[src/rtl/fetch_decode_if.sv]
// Fetch/decode handshake bundle: hazard-unit controls, instruction memory port
// and the IF/ID outputs that feed decode.
interface fetch_decode_if;
   logic        stallF;
   logic        stallD;
   logic        pcsrcD;
   logic        jumpD;
   logic        imem_rdy;
   logic [31:0] instrF;
   logic [31:0] pcF;
   logic [31:0] instrD;
   logic [31:0] pcplus4D;
   logic        validD;
   logic        flushD;

   modport master (
      output stallF, stallD, pcsrcD, jumpD, imem_rdy, instrF,
      input  pcF, instrD, pcplus4D, validD, flushD
   );

   modport slave (
      input  stallF, stallD, pcsrcD, jumpD, imem_rdy, instrF,
      output pcF, instrD, pcplus4D, validD, flushD
   );
endinterface

[src/rtl/fetch_decode_stage.sv]
// MIPS fetch stage plus IF/ID pipeline register with branch/jump redirect.
// Optional macro FETCH_PERF_EN adds saturating stall/redirect/imem-wait counters.
module fetch_decode_stage #(
   parameter logic [31:0] RESET_PC  = 32'h0000_0000,
   parameter logic [31:0] NOP_INSTR = 32'h0000_0000
) (
   input  logic        clk,
   input  logic        reset,
   fetch_decode_if.slave bus
`ifdef FETCH_PERF_EN
   ,
   output logic [31:0] perf_stall_cycles,
   output logic [31:0] perf_redirects,
   output logic [31:0] perf_imem_waits
`endif
);

   logic [31:0] r_pcF;
   logic [31:0] r_instrD;
   logic [31:0] r_pcplus4D;
   logic        r_validD;

   logic [31:0] w_pcplus4F;
   logic [31:0] w_branch_ofs;
   logic [31:0] w_pcbranchD;
   logic [31:0] w_pcjumpD;
   logic [31:0] w_target;
   logic        w_redirect;

   assign w_pcplus4F   = r_pcF + 32'd4;
   assign w_branch_ofs = {{14{r_instrD[15]}}, r_instrD[15:0], 2'b00};
   assign w_pcbranchD  = r_pcplus4D + w_branch_ofs;
   assign w_pcjumpD    = {r_pcplus4D[31:28], r_instrD[25:0], 2'b00};

   // Decode controls are only meaningful for a real, non-stalled instruction.
   assign w_redirect = r_validD & ~bus.stallD & (bus.pcsrcD | bus.jumpD);
   assign w_target   = bus.jumpD ? w_pcjumpD : w_pcbranchD;

   always_ff @(posedge clk or negedge reset) begin
      if (!reset) begin
         r_pcF <= RESET_PC;
      end else if (bus.stallF) begin
         r_pcF <= r_pcF;
      end else if (w_redirect) begin
         r_pcF <= w_target;
      end else if (bus.imem_rdy) begin
         r_pcF <= w_pcplus4F;
      end
   end

   // Branch-shadow fetch is squashed: no delay slot.
   always_ff @(posedge clk or negedge reset) begin
      if (!reset) begin
         r_instrD   <= NOP_INSTR;
         r_pcplus4D <= 32'd0;
         r_validD   <= 1'b0;
      end else if (bus.stallD) begin
         r_instrD   <= r_instrD;
         r_pcplus4D <= r_pcplus4D;
         r_validD   <= r_validD;
      end else if (w_redirect) begin
         r_instrD   <= NOP_INSTR;
         r_pcplus4D <= 32'd0;
         r_validD   <= 1'b0;
      end else if (!bus.imem_rdy) begin
         r_instrD   <= NOP_INSTR;
         r_validD   <= 1'b0;
      end else begin
         r_instrD   <= bus.instrF;
         r_pcplus4D <= w_pcplus4F;
         r_validD   <= 1'b1;
      end
   end

   assign bus.pcF      = r_pcF;
   assign bus.instrD   = r_instrD;
   assign bus.pcplus4D = r_pcplus4D;
   assign bus.validD   = r_validD;
   assign bus.flushD   = w_redirect;

`ifdef FETCH_PERF_EN
   function automatic logic [31:0] sat_inc(input logic [31:0] v);
      return (v == 32'hFFFF_FFFF) ? v : v + 32'd1;
   endfunction

   logic [31:0] r_perf_stall;
   logic [31:0] r_perf_redir;
   logic [31:0] r_perf_wait;

   always_ff @(posedge clk or negedge reset) begin
      if (!reset) begin
         r_perf_stall <= 32'd0;
         r_perf_redir <= 32'd0;
         r_perf_wait  <= 32'd0;
      end else begin
         if (bus.stallF)
            r_perf_stall <= sat_inc(r_perf_stall);
         if (w_redirect)
            r_perf_redir <= sat_inc(r_perf_redir);
         if (!bus.imem_rdy && !bus.stallF && !w_redirect)
            r_perf_wait <= sat_inc(r_perf_wait);
      end
   end

   assign perf_stall_cycles = r_perf_stall;
   assign perf_redirects    = r_perf_redir;
   assign perf_imem_waits   = r_perf_wait;
`endif

endmodule
[src/flat_wrapper.sv]
// flat-port wrapper written by rule: the top's interface ports become plain ports
module fetch_decode_stage_flat 
#(
   parameter logic [31:0] RESET_PC  = 32'h0000_0000,
   parameter logic [31:0] NOP_INSTR = 32'h0000_0000
)
  (clk, reset, bus_stallF, bus_stallD, bus_pcsrcD, bus_jumpD, bus_imem_rdy, bus_instrF, bus_pcF, bus_instrD, bus_pcplus4D, bus_validD, bus_flushD);
  fetch_decode_if bus_i ();
  input  logic clk;
  input  logic reset;
  input wire logic [$bits(bus_i.stallF)-1:0] bus_stallF;
  input wire logic [$bits(bus_i.stallD)-1:0] bus_stallD;
  input wire logic [$bits(bus_i.pcsrcD)-1:0] bus_pcsrcD;
  input wire logic [$bits(bus_i.jumpD)-1:0] bus_jumpD;
  input wire logic [$bits(bus_i.imem_rdy)-1:0] bus_imem_rdy;
  input wire logic [$bits(bus_i.instrF)-1:0] bus_instrF;
  output wire logic [$bits(bus_i.pcF)-1:0] bus_pcF;
  output wire logic [$bits(bus_i.instrD)-1:0] bus_instrD;
  output wire logic [$bits(bus_i.pcplus4D)-1:0] bus_pcplus4D;
  output wire logic [$bits(bus_i.validD)-1:0] bus_validD;
  output wire logic [$bits(bus_i.flushD)-1:0] bus_flushD;
  assign bus_i.stallF = bus_stallF;
  assign bus_i.stallD = bus_stallD;
  assign bus_i.pcsrcD = bus_pcsrcD;
  assign bus_i.jumpD = bus_jumpD;
  assign bus_i.imem_rdy = bus_imem_rdy;
  assign bus_i.instrF = bus_instrF;
  assign bus_pcF = bus_i.pcF;
  assign bus_instrD = bus_i.instrD;
  assign bus_pcplus4D = bus_i.pcplus4D;
  assign bus_validD = bus_i.validD;
  assign bus_flushD = bus_i.flushD;
  fetch_decode_stage #(.RESET_PC(RESET_PC), .NOP_INSTR(NOP_INSTR)) u_core (.clk(clk), .reset(reset), .bus(bus_i));
endmodule
[config.mk]
export PLATFORM = sky130hd
export DESIGN_NAME = fetch_decode_stage_flat
export DESIGN_NICKNAME = d
export VERILOG_FILES = /design/src/rtl/fetch_decode_if.sv /design/src/rtl/fetch_decode_stage.sv /design/src/flat_wrapper.sv
export SDC_FILE = /design/constraint.sdc
export NUM_CORES = 1
export LEC_CHECK = 0
export CELL_PAD_IN_SITES_DETAIL_PLACEMENT = 1
export CELL_PAD_IN_SITES_GLOBAL_PLACEMENT = 2
export CORE_MARGIN = 8
export CORE_UTILIZATION = 31
export DETAILED_ROUTE_END_ITERATION = 10
export PLACE_DENSITY_LB_ADDON = 0.12
export SLEW_MARGIN = 40
export SYNTH_ARGS = -nofsm -noshare
export SYNTH_HDL_FRONTEND = slang
export SYNTH_SLANG_ARGS = --single-unit
[constraint.sdc]
create_clock -name clk -period 3.65 [get_ports clk]
set_input_delay 0.5475 -clock clk [delete_from_list [all_inputs] [get_ports clk]]
set_output_delay 0.5475 -clock clk [all_outputs]
set_load 0.01 [all_outputs]
==> results.py <==
metrics = {
    "outcome": {
        "outcome": "completed",
    },
    "drt": {
        "ant_nets": 0,
        "met3_length_microns": 1180,
        "drtIter0Drc": 285,
        "route.detailed.wl_per_inst_microns": 21.5,
        "met2_length_microns": 11400,
        "avgViaCountPerCell": 5.46,
        "via_count": 6064,
        "firstDrtPassIters": 4,
        "wl_microns": 23900,
        "routed.top_layer": "met4",
        "wl_met1_microns": 10800,
        "route.detailed.drc": 0,
    },
    "timing": {
        "hold_viol": 0,
        "tns_ns": 0,
        "setup_viol": 0,
        "finalCriticalPeriod_ns": 3.33,
        "worstMarginPinSlew_ns": 0.687,
        "drv_slew": 0,
        "clock_skew_ns": 0.0125,
        "rsz0062_at_grt": "no",
        "fin_crit_sh_pct": 91.2,
        "setup_ws_ns": 0.322,
        "max_freq_ghz": 0.300,
        "holdWs_ns": 0.211,
        "slew_headroom_pct": 54.2,
    },
    "clock_tree": {
        "cts_max_path_buffers": 2,
        "cts_tree": "done",
        "cts_root_buf": "clkbuf_16",
        "htreeDepth": 3,
        "numCtsBuffers": 9,
        "clk_pin_slew_ns": 0.08,
        "ctsResizeCount": 0,
        "post-cts-setup-buffers": 0,
        "clock_sinks": 97,
        "clk_latency_ns": 0.36,
        "holdBufCountCts": 0,
    },
    "die": {
        "die_x_microns": 158,
        "ios": 137,
        "fp.dieH_microns": 158,
        "core_sq_um": 20000,
        "initial_utilization_pct": 31.3,
        "num_rows": 52,
        "die_area_sq_um": 25000,
    },
    "setup_path": {
        "start_kind": "register",
        "slowest_stage": "fa_1",
        "slowest_delay_ns": 0.44,
        "arrival_ns": 3.58,
        "crit-reg2reg-launch": "u_core.bus.instrD[0]",
        "ff2ff_path_depth": 12,
        "critical_path_peak_fanout": 4,
        "path_cells": "ha_1 > fa_1 > a211oi_1 > o21ai_1 > o211ai_1 > a31oi_2 > a31oi_1 > a31o_2 > o311ai_1 > xnor2_1 > a21oi_1 > o22a_1",
        "r2r_end": "u_core.bus.pcF[30]",
        "r2r_slack_ns": 0.32,
        "critPathCaptureType": "register",
        "worstSetupPathType": "reg -> reg",
        "required_ns": 3.90,
    },
    "yosys": {
        "ys_seq_area_share_pct": 38.8,
        "synth_area_leaders": "dfrtp_1, ha_1, nor2_1",
        "ys_ff_latch": 97,
        "yosys_most_used_dff": "dfrtp_1",
        "synth-edff-count": 0,
        "syn_avg_cell_area_sq_um": 8.75,
        "yosys.area.top_type": "dfrtp_1",
        "ys_async_sr_fraction_pct": 100,
        "yosysTopAreaCellShare_pct": 38.8,
        "synth.net_count": 786,
        "synth_area_sq_um": 6260,
        "ys_types": 59,
        "ys_warn_count": 0,
        "postSynthCellCount": 716,
    },
    "pwr": {
        "p_leak_nw": 3.43,
        "power.density_nw_per_um2": 588,
        "ir_worst_vdd_mv": 0.231,
        "power.total_mw": 4.86,
    },
    "hold_path": {
        "min_path_type": "in -> async",
    },
    "cells_and_area": {
        "fin_nets": 905,
        "diodes": 0,
        "stdcell_count": 1110,
        "utilization_pct": 41.2,
        "layout-drive-gt1-share_pct": 5.00,
        "syn_to_final_growth_pct": 31.8,
        "fill_cells": 2398,
        "final_cell_area_sq_um": 8260,
    },
    "job": {
        "cap_violations": 0,
    },
    "grt": {
        "antenna_found_initial": 0,
        "grt_use_total_pct": 19.8,
        "grt_pass1_wl_microns": 38100,
        "grt_max_degree": 58,
        "grt_overflow": 0,
        "grt_pass1_vias": 6684,
    },
    "placed_design": {
        "gp_congestion": 0.834,
        "dp_cells": 1094,
        "io_buffers": 136,
        "dp_hpwl_microns": 17500,
        "dpl_cell_area_sq_um": 7950,
        "dp_slack_ns": 0.333,
    },
}
[cells in the mapped netlist (2+ instances only)]
master and instances:
nor3_1 12, o21bai_1 4, a22o_1 35, o21ai_1 15, nand2b_1 3, or3_1 3, nor2_1 88, and2_1 2
nand3_1 24, o22a_1 6, ha_1 30, o21a_1 5, xor2_1 22, o32ai_1 2, nand4_1 6, dfrtp_1 97
a211o_1 2, a211oi_1 34, o211ai_1 2, clkbuf_1 39, o21ai_0 35, o311ai_1 3, a31oi_1 8, and3_1 14
a21oi_1 65, nand3b_1 2, xnor2_1 28, inv_1 12, o22ai_1 5, mux2i_1 5, o31ai_1 5, a221oi_1 3
buf_1 4, o221a_1 2, nand2_1 56, or2_1 3, a21o_1 13
[registers in the layout, summed over array words and instances (netlist names)]
register,flops
u_core.bus.instrD,32
u_core.bus.pcF,32
u_core.bus.pcplus4D,32
u_core.bus.validD,1
[layout by cell type (no fill, tap or decap), types with 4 or more instances in the layout]
cell and n:
o21bai_1 4, clkdlybuf4s50_1 134, o21ai_0 35, nor3_1 12
ha_1 30, a31oi_1 8, o21ai_1 15, clkbuf_16 9
inv_1 12, a21o_1 13, o31ai_1 5, dfrtp_1 97
nand3_1 24, and3_1 14, o22ai_1 5, a21oi_1 65
nor2_1 88, o21a_1 5, xnor2_1 28, buf_4 13
o22a_1 6, a211oi_1 34, a22o_1 35, nand4_1 6
xor2_1 22, nand2_1 56, mux2i_1 5
[where the power goes]
part	internal [mW]	switching (mW)
clock network	0.558	0.462
logic	1.05	1.04
registers	1.34	0.410
[cell type report]
class                   instances  area, sq um  area share [%]
multi-input cells             562         3630            44.0
clock buffers                  11          243            2.94
well taps                     270          338            4.09
flip-flops and latches         97         2430            29.4
clock inverters                 5         62.6           0.758
inverters                      14         52.6           0.637
repair buffers                151         1500            18.2
[worst max path at each step]
stage,start,endpoint,slack [ns],cells after the start
2_1_floorplan,u_core.bus.pcplus4D[9],u_core.bus.pcF[31],0.85,11
3_3_place_gp,u_core.bus.instrD[0],u_core.bus.pcF[30],0.42,12
3_5_place_dp,u_core.bus.pcplus4D[2],u_core.bus.pcF[30],0.33,12
4_1_cts,u_core.bus.instrD[0],u_core.bus.pcF[30],0.32,12
5_1_grt,u_core.bus.instrD[0],u_core.bus.pcF[30],0.16,12
6_report,u_core.bus.instrD[0],u_core.bus.pcF[30],0.32,12
[critical path, delay by kind of cell (launching register included)]
| family | cells | cell delay, ns |
|---|---|---|
| flops | 1 | 0.41 |
| compound gates | 9 | 1.94 |
| fa+ha+maj | 2 | 0.68 |
| xor+xnor | 1 | 0.18 |
[routing by layer]
layer  track usage, %  vias to the layer above
li1                 -                     2877
met1             25.4                     3048
met2             32.7                      118
met3             3.82                       21
met4             6.65                        0
met5                0                        -
[cell families after synthesis]
kind of cell | Yosys count | share of synthesized area [%]
multiplexers | 5 | 0.799
XOR/XNOR | 50 | 6.99
buffers and inverters | 57 | 3.42
flip-flops | 97 | 38.8
adder cells (fa/ha/maj) | 31 | 6.31
AND/OR/NAND/NOR | 217 | 15.3
AO/OA/AOI/OAI | 259 | 28.4
(Power assumes the default switching activity.)
